<file path="src/rtl/estagio_id.sv">
// ---------------------------------------------------------------------------
// estagio_id -- instruction decode stage of a 5-stage MIPS-like pipeline.
//
// Holds the IF/ID pipeline register, the 32x32 register file, load-use hazard
// detection, in-ID branch/jump resolution and the ID/EX pipeline register.
//
// Ports
//   clock, reset            rising-edge clock, synchronous active-high reset
//   contador, instrucao     PC+4 and instruction from fetch
//   wb_escreve/reg/dado     register-file write port from write-back
//   ex_mem_read, ex_rt_in   load currently in EX and its destination register
//   hazard                  load-use stall request to fetch
//   BranchTaken, PCBranch   beq/bne outcome and target
//   jumpAddress, jumpReg    j/jal target and jr target
//   sel_pc                  next-PC select: 00 PC+4, 01 branch, 10 jump, 11 jr
//   ex_*                    registered ID/EX fields (ex_valid=0 marks a bubble)
//
// Configuration macro
//   BYPASS_WB_EN  when defined, a write-back to the register being read in
//                 the same cycle is forwarded to that read port.
// ---------------------------------------------------------------------------
module estagio_id (
  input  logic        clock,
  input  logic        reset,
  input  logic [31:0] contador,
  input  logic [31:0] instrucao,
  input  logic        wb_escreve,
  input  logic [4:0]  wb_reg,
  input  logic [31:0] wb_dado,
  input  logic        ex_mem_read,
  input  logic [4:0]  ex_rt_in,
  output logic        hazard,
  output logic        BranchTaken,
  output logic [31:0] PCBranch,
  output logic [31:0] jumpAddress,
  output logic [31:0] jumpReg,
  output logic [1:0]  sel_pc,
  output logic [31:0] ex_pc4,
  output logic [31:0] ex_a,
  output logic [31:0] ex_b,
  output logic [31:0] ex_imm,
  output logic [4:0]  ex_rs,
  output logic [4:0]  ex_rt,
  output logic [4:0]  ex_rd,
  output logic [5:0]  ex_opcode,
  output logic [5:0]  ex_funct,
  output logic        ex_valid
);

  localparam logic [5:0] OP_RTYPE = 6'b000000;
  localparam logic [5:0] OP_J     = 6'b000010;
  localparam logic [5:0] OP_JAL   = 6'b000011;
  localparam logic [5:0] OP_BEQ   = 6'b000100;
  localparam logic [5:0] OP_BNE   = 6'b000101;
  localparam logic [5:0] FN_JR    = 6'b001000;

  // IF/ID pipeline register
  logic [31:0] ifid_instr_reg;
  logic [31:0] ifid_pc4_reg;

  // Decoded fields of the instruction sitting in IF/ID
  logic [5:0]  opcode;
  logic [5:0]  funct;
  logic [4:0]  rs;
  logic [4:0]  rt;
  logic [4:0]  rd;
  logic [31:0] imm_ext;
  logic        is_jal;

  assign opcode  = ifid_instr_reg[31:26];
  assign rs      = ifid_instr_reg[25:21];
  assign rt      = ifid_instr_reg[20:16];
  assign rd      = ifid_instr_reg[15:11];
  assign funct   = ifid_instr_reg[5:0];
  assign imm_ext = {{16{ifid_instr_reg[15]}}, ifid_instr_reg[15:0]};
  assign is_jal  = (opcode == OP_JAL);

  // -------------------------------------------------------------------------
  // Register file. Every entry must clear on reset, so it is built from
  // flops rather than block RAM. Entry 0 is hard-wired to zero, which also
  // discards any write aimed at it.
  // -------------------------------------------------------------------------
  logic [31:0] rf [32];

  genvar gi;
  generate
    for (gi = 0; gi < 32; gi++) begin : g_rf
      if (gi == 0) begin : g_zero
        assign rf[gi] = '0;
      end else begin : g_entry
        logic [31:0] q_reg;
        always_ff @(posedge clock) begin
          if (reset) begin
            q_reg <= '0;
          end else if (wb_escreve && (wb_reg == 5'(gi))) begin
            q_reg <= wb_dado;
          end
        end
        assign rf[gi] = q_reg;
      end
    end
  endgenerate

  // Read ports
  logic [31:0] rs_data;
  logic [31:0] rt_data;

  always_comb begin
    rs_data = rf[rs];
    rt_data = rf[rt];
`ifdef BYPASS_WB_EN
    // Write-through: the value being written this cycle is returned on a
    // matching port so branch compare and jr see it without waiting.
    if (wb_escreve && (wb_reg != 5'd0) && (wb_reg == rs)) rs_data = wb_dado;
    if (wb_escreve && (wb_reg != 5'd0) && (wb_reg == rt)) rt_data = wb_dado;
`endif
  end

  // Load-use hazard: the instruction in ID needs a register that the load
  // in EX has not produced yet. Register 0 never creates a dependency.
  assign hazard = ex_mem_read && (ex_rt_in != 5'd0) &&
                  ((ex_rt_in == rs) || (ex_rt_in == rt));

  // Branch and jump targets are always computed; sel_pc decides use.
  assign PCBranch    = ifid_pc4_reg + {{14{ifid_instr_reg[15]}}, ifid_instr_reg[15:0], 2'b00};
  assign jumpAddress = {ifid_pc4_reg[31:28], ifid_instr_reg[25:0], 2'b00};
  assign jumpReg     = rs_data;

  // Control resolution. While stalled the operands may be stale, so no
  // redirect is issued until the load data is available.
  always_comb begin
    sel_pc      = 2'b00;
    BranchTaken = 1'b0;
    if (!hazard) begin
      unique case (opcode)
        OP_BEQ: begin
          if (rs_data == rt_data) begin
            BranchTaken = 1'b1;
            sel_pc      = 2'b01;
          end
        end
        OP_BNE: begin
          if (rs_data != rt_data) begin
            BranchTaken = 1'b1;
            sel_pc      = 2'b01;
          end
        end
        OP_J, OP_JAL: sel_pc = 2'b10;
        OP_RTYPE: begin
          if (funct == FN_JR) sel_pc = 2'b11;
        end
        default: ;
      endcase
    end
  end

  // IF/ID: hold while stalled; replace the wrong-path fetch with a NOP
  // whenever this stage redirects the PC.
  always_ff @(posedge clock) begin
    if (reset) begin
      ifid_instr_reg <= '0;
      ifid_pc4_reg   <= '0;
    end else if (!hazard) begin
      ifid_instr_reg <= (sel_pc != 2'b00) ? 32'd0 : instrucao;
      ifid_pc4_reg   <= contador;
    end
  end

  // ID/EX pipeline register
  logic [31:0] ex_pc4_reg;
  logic [31:0] ex_a_reg;
  logic [31:0] ex_b_reg;
  logic [31:0] ex_imm_reg;
  logic [4:0]  ex_rs_reg;
  logic [4:0]  ex_rt_reg;
  logic [4:0]  ex_rd_reg;
  logic [5:0]  ex_opcode_reg;
  logic [5:0]  ex_funct_reg;
  logic        ex_valid_reg;

  always_ff @(posedge clock) begin
    if (reset || hazard) begin
      // A stall inserts an all-zero bubble behind the load.
      ex_pc4_reg    <= '0;
      ex_a_reg      <= '0;
      ex_b_reg      <= '0;
      ex_imm_reg    <= '0;
      ex_rs_reg     <= '0;
      ex_rt_reg     <= '0;
      ex_rd_reg     <= '0;
      ex_opcode_reg <= '0;
      ex_funct_reg  <= '0;
      ex_valid_reg  <= 1'b0;
    end else begin
      ex_pc4_reg    <= ifid_pc4_reg;
      // jal links through the ALU: operand A carries the return address
      // and the destination is forced to r31.
      ex_a_reg      <= is_jal ? ifid_pc4_reg : rs_data;
      ex_b_reg      <= rt_data;
      ex_imm_reg    <= imm_ext;
      ex_rs_reg     <= rs;
      ex_rt_reg     <= rt;
      ex_rd_reg     <= is_jal ? 5'd31 : rd;
      ex_opcode_reg <= opcode;
      ex_funct_reg  <= funct;
      ex_valid_reg  <= 1'b1;
    end
  end

  assign ex_pc4    = ex_pc4_reg;
  assign ex_a      = ex_a_reg;
  assign ex_b      = ex_b_reg;
  assign ex_imm    = ex_imm_reg;
  assign ex_rs     = ex_rs_reg;
  assign ex_rt     = ex_rt_reg;
  assign ex_rd     = ex_rd_reg;
  assign ex_opcode = ex_opcode_reg;
  assign ex_funct  = ex_funct_reg;
  assign ex_valid  = ex_valid_reg;

endmodule

</file>
<file path="config.mk">
export PLATFORM = sky130hd
export DESIGN_NAME = estagio_id
export DESIGN_NICKNAME = d
export VERILOG_FILES = /design/src/rtl/estagio_id.sv
export SDC_FILE = /design/constraint.sdc
export NUM_CORES = 2
export LEC_CHECK = 0
export CORE_AREA = 10 10 453 455
export DETAILED_ROUTE_END_ITERATION = 6
export DIE_AREA = 0 0 463 465
export PLACE_DENSITY = 0.42
export SLEW_MARGIN = 20
export SYNTH_ARGS = -nofsm -noshare
export SYNTH_HDL_FRONTEND = slang
export SYNTH_SLANG_ARGS = --single-unit
</file>
<file path="constraint.sdc">
create_clock -name clock -period 11.8 [get_ports clock]
set_input_delay 1.18 -clock clock [delete_from_list [all_inputs] [get_ports clock]]
set_output_delay 1.18 -clock clock [all_outputs]
set_load 0.01 [all_outputs]
</file>
-- Word level (Yosys, flattened, before mapping)
Index checks and enable logic that the tools add are counted.
- add/sub/neg operators: 1
- $lt $le $gt $ge: 2
- equal/unequal tests: 40
- mux-type cells: 19
- bitwise gates (word level): 2
- reduce and logical (&&, ||, !) cells: 39
- operators with widths (kind ; number):
    $bmux 32 s5 ; 2
    $mux 32 ; 6
    $eq 5x5->1 const B ; 16
    $eq 5x4->1 const B ; 8
    $logic_and 1x1->1 ; 33
    $add 32x32->32 ; 1
    $eq 32x32->1 ; 1
    $ne 32x32->1 ; 1
    $eq 5x3->1 const B ; 4
    $eq 6x2->1 const B ; 2
    $eq 6x3->1 const B ; 2
    $ge 6x6->1 const B ; 2
    $not 5->6 ; 2
    $eq 5x2->1 const B ; 2
    $eq 5x5->1 ; 2
    $pmux 2 s4 ; 1
    $eq 6x4->1 const B ; 1
    $logic_not 6->1 ; 1
    $mux 1 ; 6
    $eq 5x1->1 const B ; 1
    $mux 5 ; 1
    $reduce_bool 5->1 ; 1
    $mux 2 ; 2
    $logic_or 1x1->1 ; 2
    3 further kinds ; 3
- register bits: 1196
- input bits: 110
- word-level logic and storage cells: 146

-- Longest topological paths before layout
- word-level depth: 10
- mapped depth: 17
- depth with buffers taken out: 13

-- Worst setup path before layout
Ideal clock, no wire load.
- path type: flip-flop to output port
- start: reg ifid_instr_reg[23]
- end: out sel_pc[0]
- data arrival time: 3656 ps
- required time: 10620 ps
- slack: 6964 ps
- stages on the path, launching flop included: 13
- path buffers: 4
- cell sequence: dfxtp_1 buf_2 buf_2 clkbuf_1 buf_1 mux4_2 a22oi_1 nand4b_1 xor2_1 nor4_1 nand4_1 or4b_4 a311oi_1
- longest elaborated chain between the ends: 8
- elaborated cells on any way between the ends: 13
- RTL lines (element ; RTL line ; RTL):
    from (decl) ; 58 ; logic [31:0] ifid_instr_reg;
    from (signal assigned) ; 164 ; ifid_instr_reg <= (sel_pc != 2'b00) ? 32'd0 : instrucao;
    $not 5->6 (not written as such) * ; 109 ; rs_data = rf[rs];
    $bmux 32 s5 * ; 109 ;
    $mux 32 (not written as such) * (2 in series) ; 109 ;
    net jumpReg[22] ; 36 ; output logic [31:0] jumpReg,
    $ne 32x32->1 or $eq 32x32->1 (tied branches) ; 143, 137 ;
    $mux 1 (on tied branches) ; 143, 137 ;
    $pmux 2 s4 * ; 135 ; unique case (opcode)
    $mux 2 * ; 134 ; if (!hazard) begin
    to (decl) ; 37 ; output logic [1:0] sel_pc,
Mark *: on every way through the listed nets, which the timed path passes. The rest lies on a longest branch. The select of a mux whose other input is x is not followed.

-- Final worst setup path
- start: reg ifid_instr_reg[23]
- end: out sel_pc[0]
- longest elaborated chain between the ends: 8
- elaborated cells on any way between the ends: 13
- RTL lines (element ; RTL line):
    $not 5->6 (not written as such) ; 109
    $bmux 32 s5 ; 109
    $mux 32 (not written as such) (2 in series) ; 109
    $ne 32x32->1 or $eq 32x32->1 (tied branches) ; 143, 137
    $mux 1 (on tied branches) ; 143, 137
    $pmux 2 s4 ; 135
    $mux 2 * ; 134
Mark *: on every way between the ends. The rest lies on a longest branch, timed or not. The select of a mux whose other input is x is not followed.

==> flow_metrics.py <==
metrics = {
    "timing": {
        "fmax_mhz": 116,
        "rsz0062_at_grt": "false",
        "clock_skew_ps": 27.8,
        "drv_slew": 0,
        "hold_viol_final": 0,
        "slew_headroom": 0.164,
        "period_needed_ps": 8640,
        "worst_pin_slew_ps": 1250,
        "tns_ps": 0,
        "setup_viol": 0,
        "fin_crit_sh": 0.732,
    },
    "detailed_routing": {
        "finalWirelength_um": 293000,
        "ant_nets": 0,
        "wl_per_cell_um": 30.6,
        "routed_via_density": 5.57,
        "drt-pass1-iter-count": 6,
        "drc": 0,
        "first_iter_violations": 6107,
        "vias": 53300,
    },
    "clocking": {
        "root_buffer": "clkbuf_16",
        "cts_post_setup_buffers_inserted": 0,
        "htreeDepth": 4,
        "clock-sinks": 1190,
        "ctsResizeCount": 0,
        "path_clk_slew_ps": 60,
        "cts_buffers": 146,
        "clk_latency_ps": 820,
        "cts_hold_buf": 0,
        "cts_tree": "built",
        "clockBufferDepth": 3,
    },
    "status": {
        "status": "complete, no violations",
    },
    "final_layout": {
        "final_util": 0.352,
        "fin_nets": 6947,
        "synthToLayoutAreaGrowth_pct": 18.0,
        "seq_area_um2": 23800,
        "fillers": 20100,
        "multi_input_area_um2": 32000,
        "drive_gt1_frac": 0.140,
        "fin_cells": 9566,
        "fin_area_um2": 69000,
        "largest_reg_flops": 992,
    },
    "logic_synthesis": {
        "synth_fa_ha_area_frac": 0.00654,
        "yosysUniqueCellTypes": 63,
        "syn-instance-count": 6838,
        "synth_xor_xnor_area_share": 0.00988,
        "synth-simple-area-share": 0.194,
        "synth_edf_count": 0,
        "syn_area_per_cell_um2": 8.56,
        "synth_top_family_by_area": "simple AND/OR/NAND/NOR gates",
        "synthArstFlopShare": 0,
        "yosys_warnings": 0,
        "synth_compound_area_frac": 0.144,
        "synth_mux_area_frac": 0.184,
        "ys_seq_area_frac": 0.407,
        "ys_seq_elements": 1190,
        "netlist_area_um2": 58500,
        "synthFlopType": "dfxtp_1",
    },
    "pwr": {
        "p_per_area_nw_per_um2": 147,
        "max-vdd-ir-drop_v": 0.000146,
        "leakage_uw": 0.0224,
        "power_uw": 10200,
    },
    "worst_setup_path": {
        "startpoint_type": "flop",
        "timing_worst_setup_path_type": "reg2out",
        "setup.worst_path.start": "ifid_instr_reg[23]",
        "critPathCaptureType": "output port",
        "r2r-start": "ifid_instr_reg[23]",
        "worst_ep_required_time_ps": 10620,
        "cp_data_arrival_time_ps": 7460,
        "crit_fanout": 101,
    },
    "global_routing": {
        "grt_pass1_vias": 50700,
        "grt_max_degree": 102,
        "grt_pass1_wl_um": 407000,
        "grt-ovfl-total": 0,
        "antenna_found_initial": 23,
        "gr-usage-all-layers": 0.260,
    },
    "floorplan": {
        "fp.coreArea_um2": 196000,
        "rows": 163,
        "die_w_um": 463,
        "initial_core_util": 0.298,
        "ios": 366,
        "die_y_um": 465,
        "dieArea_um2": 215000,
    },
    "placed_design": {
        "hpwlAfterDp_um": 182000,
        "dp_cells": 9299,
        "postPlaceCellArea_um2": 64200,
        "portBuffers": 363,
        "gp_congestion": 0.863,
    },
    "job": {
        "cap_violations": 0,
    },
    "min_path": {
        "hold_start": "ifid_instr_reg[14]",
        "hold_class": "reg2reg",
    },
}
-- power breakdown --
group | internal [uW] | switching [uW]
combinational | 462 | 925
sequential | 4090 | 79.3
clock | 2700 | 1920
total | 7250 | 2920
-- cells in the mapped netlist, types with 78 or more instances --
cell | instances | share of area
nand3_1 | 86 | 0.0074
a21oi_1 | 1038 | 0.089
clkbuf_1 | 559 | 0.036
nor3_1 | 78 | 0.0067
mux2_2 | 106 | 0.020
mux2i_1 | 236 | 0.040
nand2_1 | 2060 | 0.13
and2_1 | 96 | 0.010
mux4_2 | 320 | 0.12
a22oi_1 | 195 | 0.025
dfxtp_1 | 1190 | 0.41
nor2_1 | 163 | 0.010
-- placed cells by master, fill, tap and decap left out, types with 32 or more instances in the layout --
cell type and n:
a22oi_1 195, clkbuf_1 40, dfxtp_1 1184, nor2_1 133, a221oi_1 32, nor2b_1 51, nor3_1 71, clkdlybuf4s50_1 360
and2_1 96, mux2_2 106, nand4_1 68, a21oi_1 1037, nand2_1 2037, mux2i_1 236, a221o_1 32, nand3_1 78
buf_4 161, clkbuf_16 150, xor2_1 48, clkbuf_8 32, nand2b_1 40, mux4_2 320
-- critical path, stage by stage, from the launching register on --
cell,delay [ps]
dfxtp_4,690
buf_12,480
buf_4,580
mux2_2,400
o211ai_1,610
nand4b_1,710
xor2_1,440
nor4_1,510
nand2_1,200
or4b_4,660
a311oi_1,520
clkdlybuf4s50_1,640
-- cells by family after synthesis --
| logic type | after synthesis |
|---|---|
| AO/OA/AOI/OAI | 1448 |
| adder cells (fa/ha/maj) | 30 |
| flip-flops | 1190 |
| XOR/XNOR | 66 |
| multiplexers | 662 |
| other | 1 |
| AND/OR/NAND/NOR | 2716 |
| buffers and inverters | 725 |
-- metal layers --
layer,GRT usage,vias up,wire length [um]
met5,0,-,88
met3,0.0638,636,25900
met2,0.409,2528,131000
li1,-,23600,-
met4,0.113,12,14100
met1,0.339,26500,122000
-- path summary, 6_finish.rpt --
kind,to,slack [ps],cells past startpoint
setup / recovery,sel_pc[0],3160,11
hold / removal,ifid_instr_reg[14],450,2
setup reg to reg,ifid_instr_reg[18],5130,11
hold reg to reg,ifid_instr_reg[14],450,2
-- layout make-up --
class / instances / share of cell area
clock buffer: 222 / 0.0629
inverter: 15 / 0.000852
clock inverter: 42 / 0.00687
timing repair buffer: 530 / 0.0718
multi-input combinational: 4924 / 0.464
antenna: 3 / 0.000109
sequential: 1190 / 0.345
tap: 2640 / 0.0478
-- metrics by stage --
stage               hold WS [ps]  setup WS [ps]
floorplan                    442           6960
global placement             444           3590
detailed placement           442           3990
CTS                          455           3100
global route                 468           2960
finish                       451           3160
No activity file was read; power rests on OpenSTA's default activity.
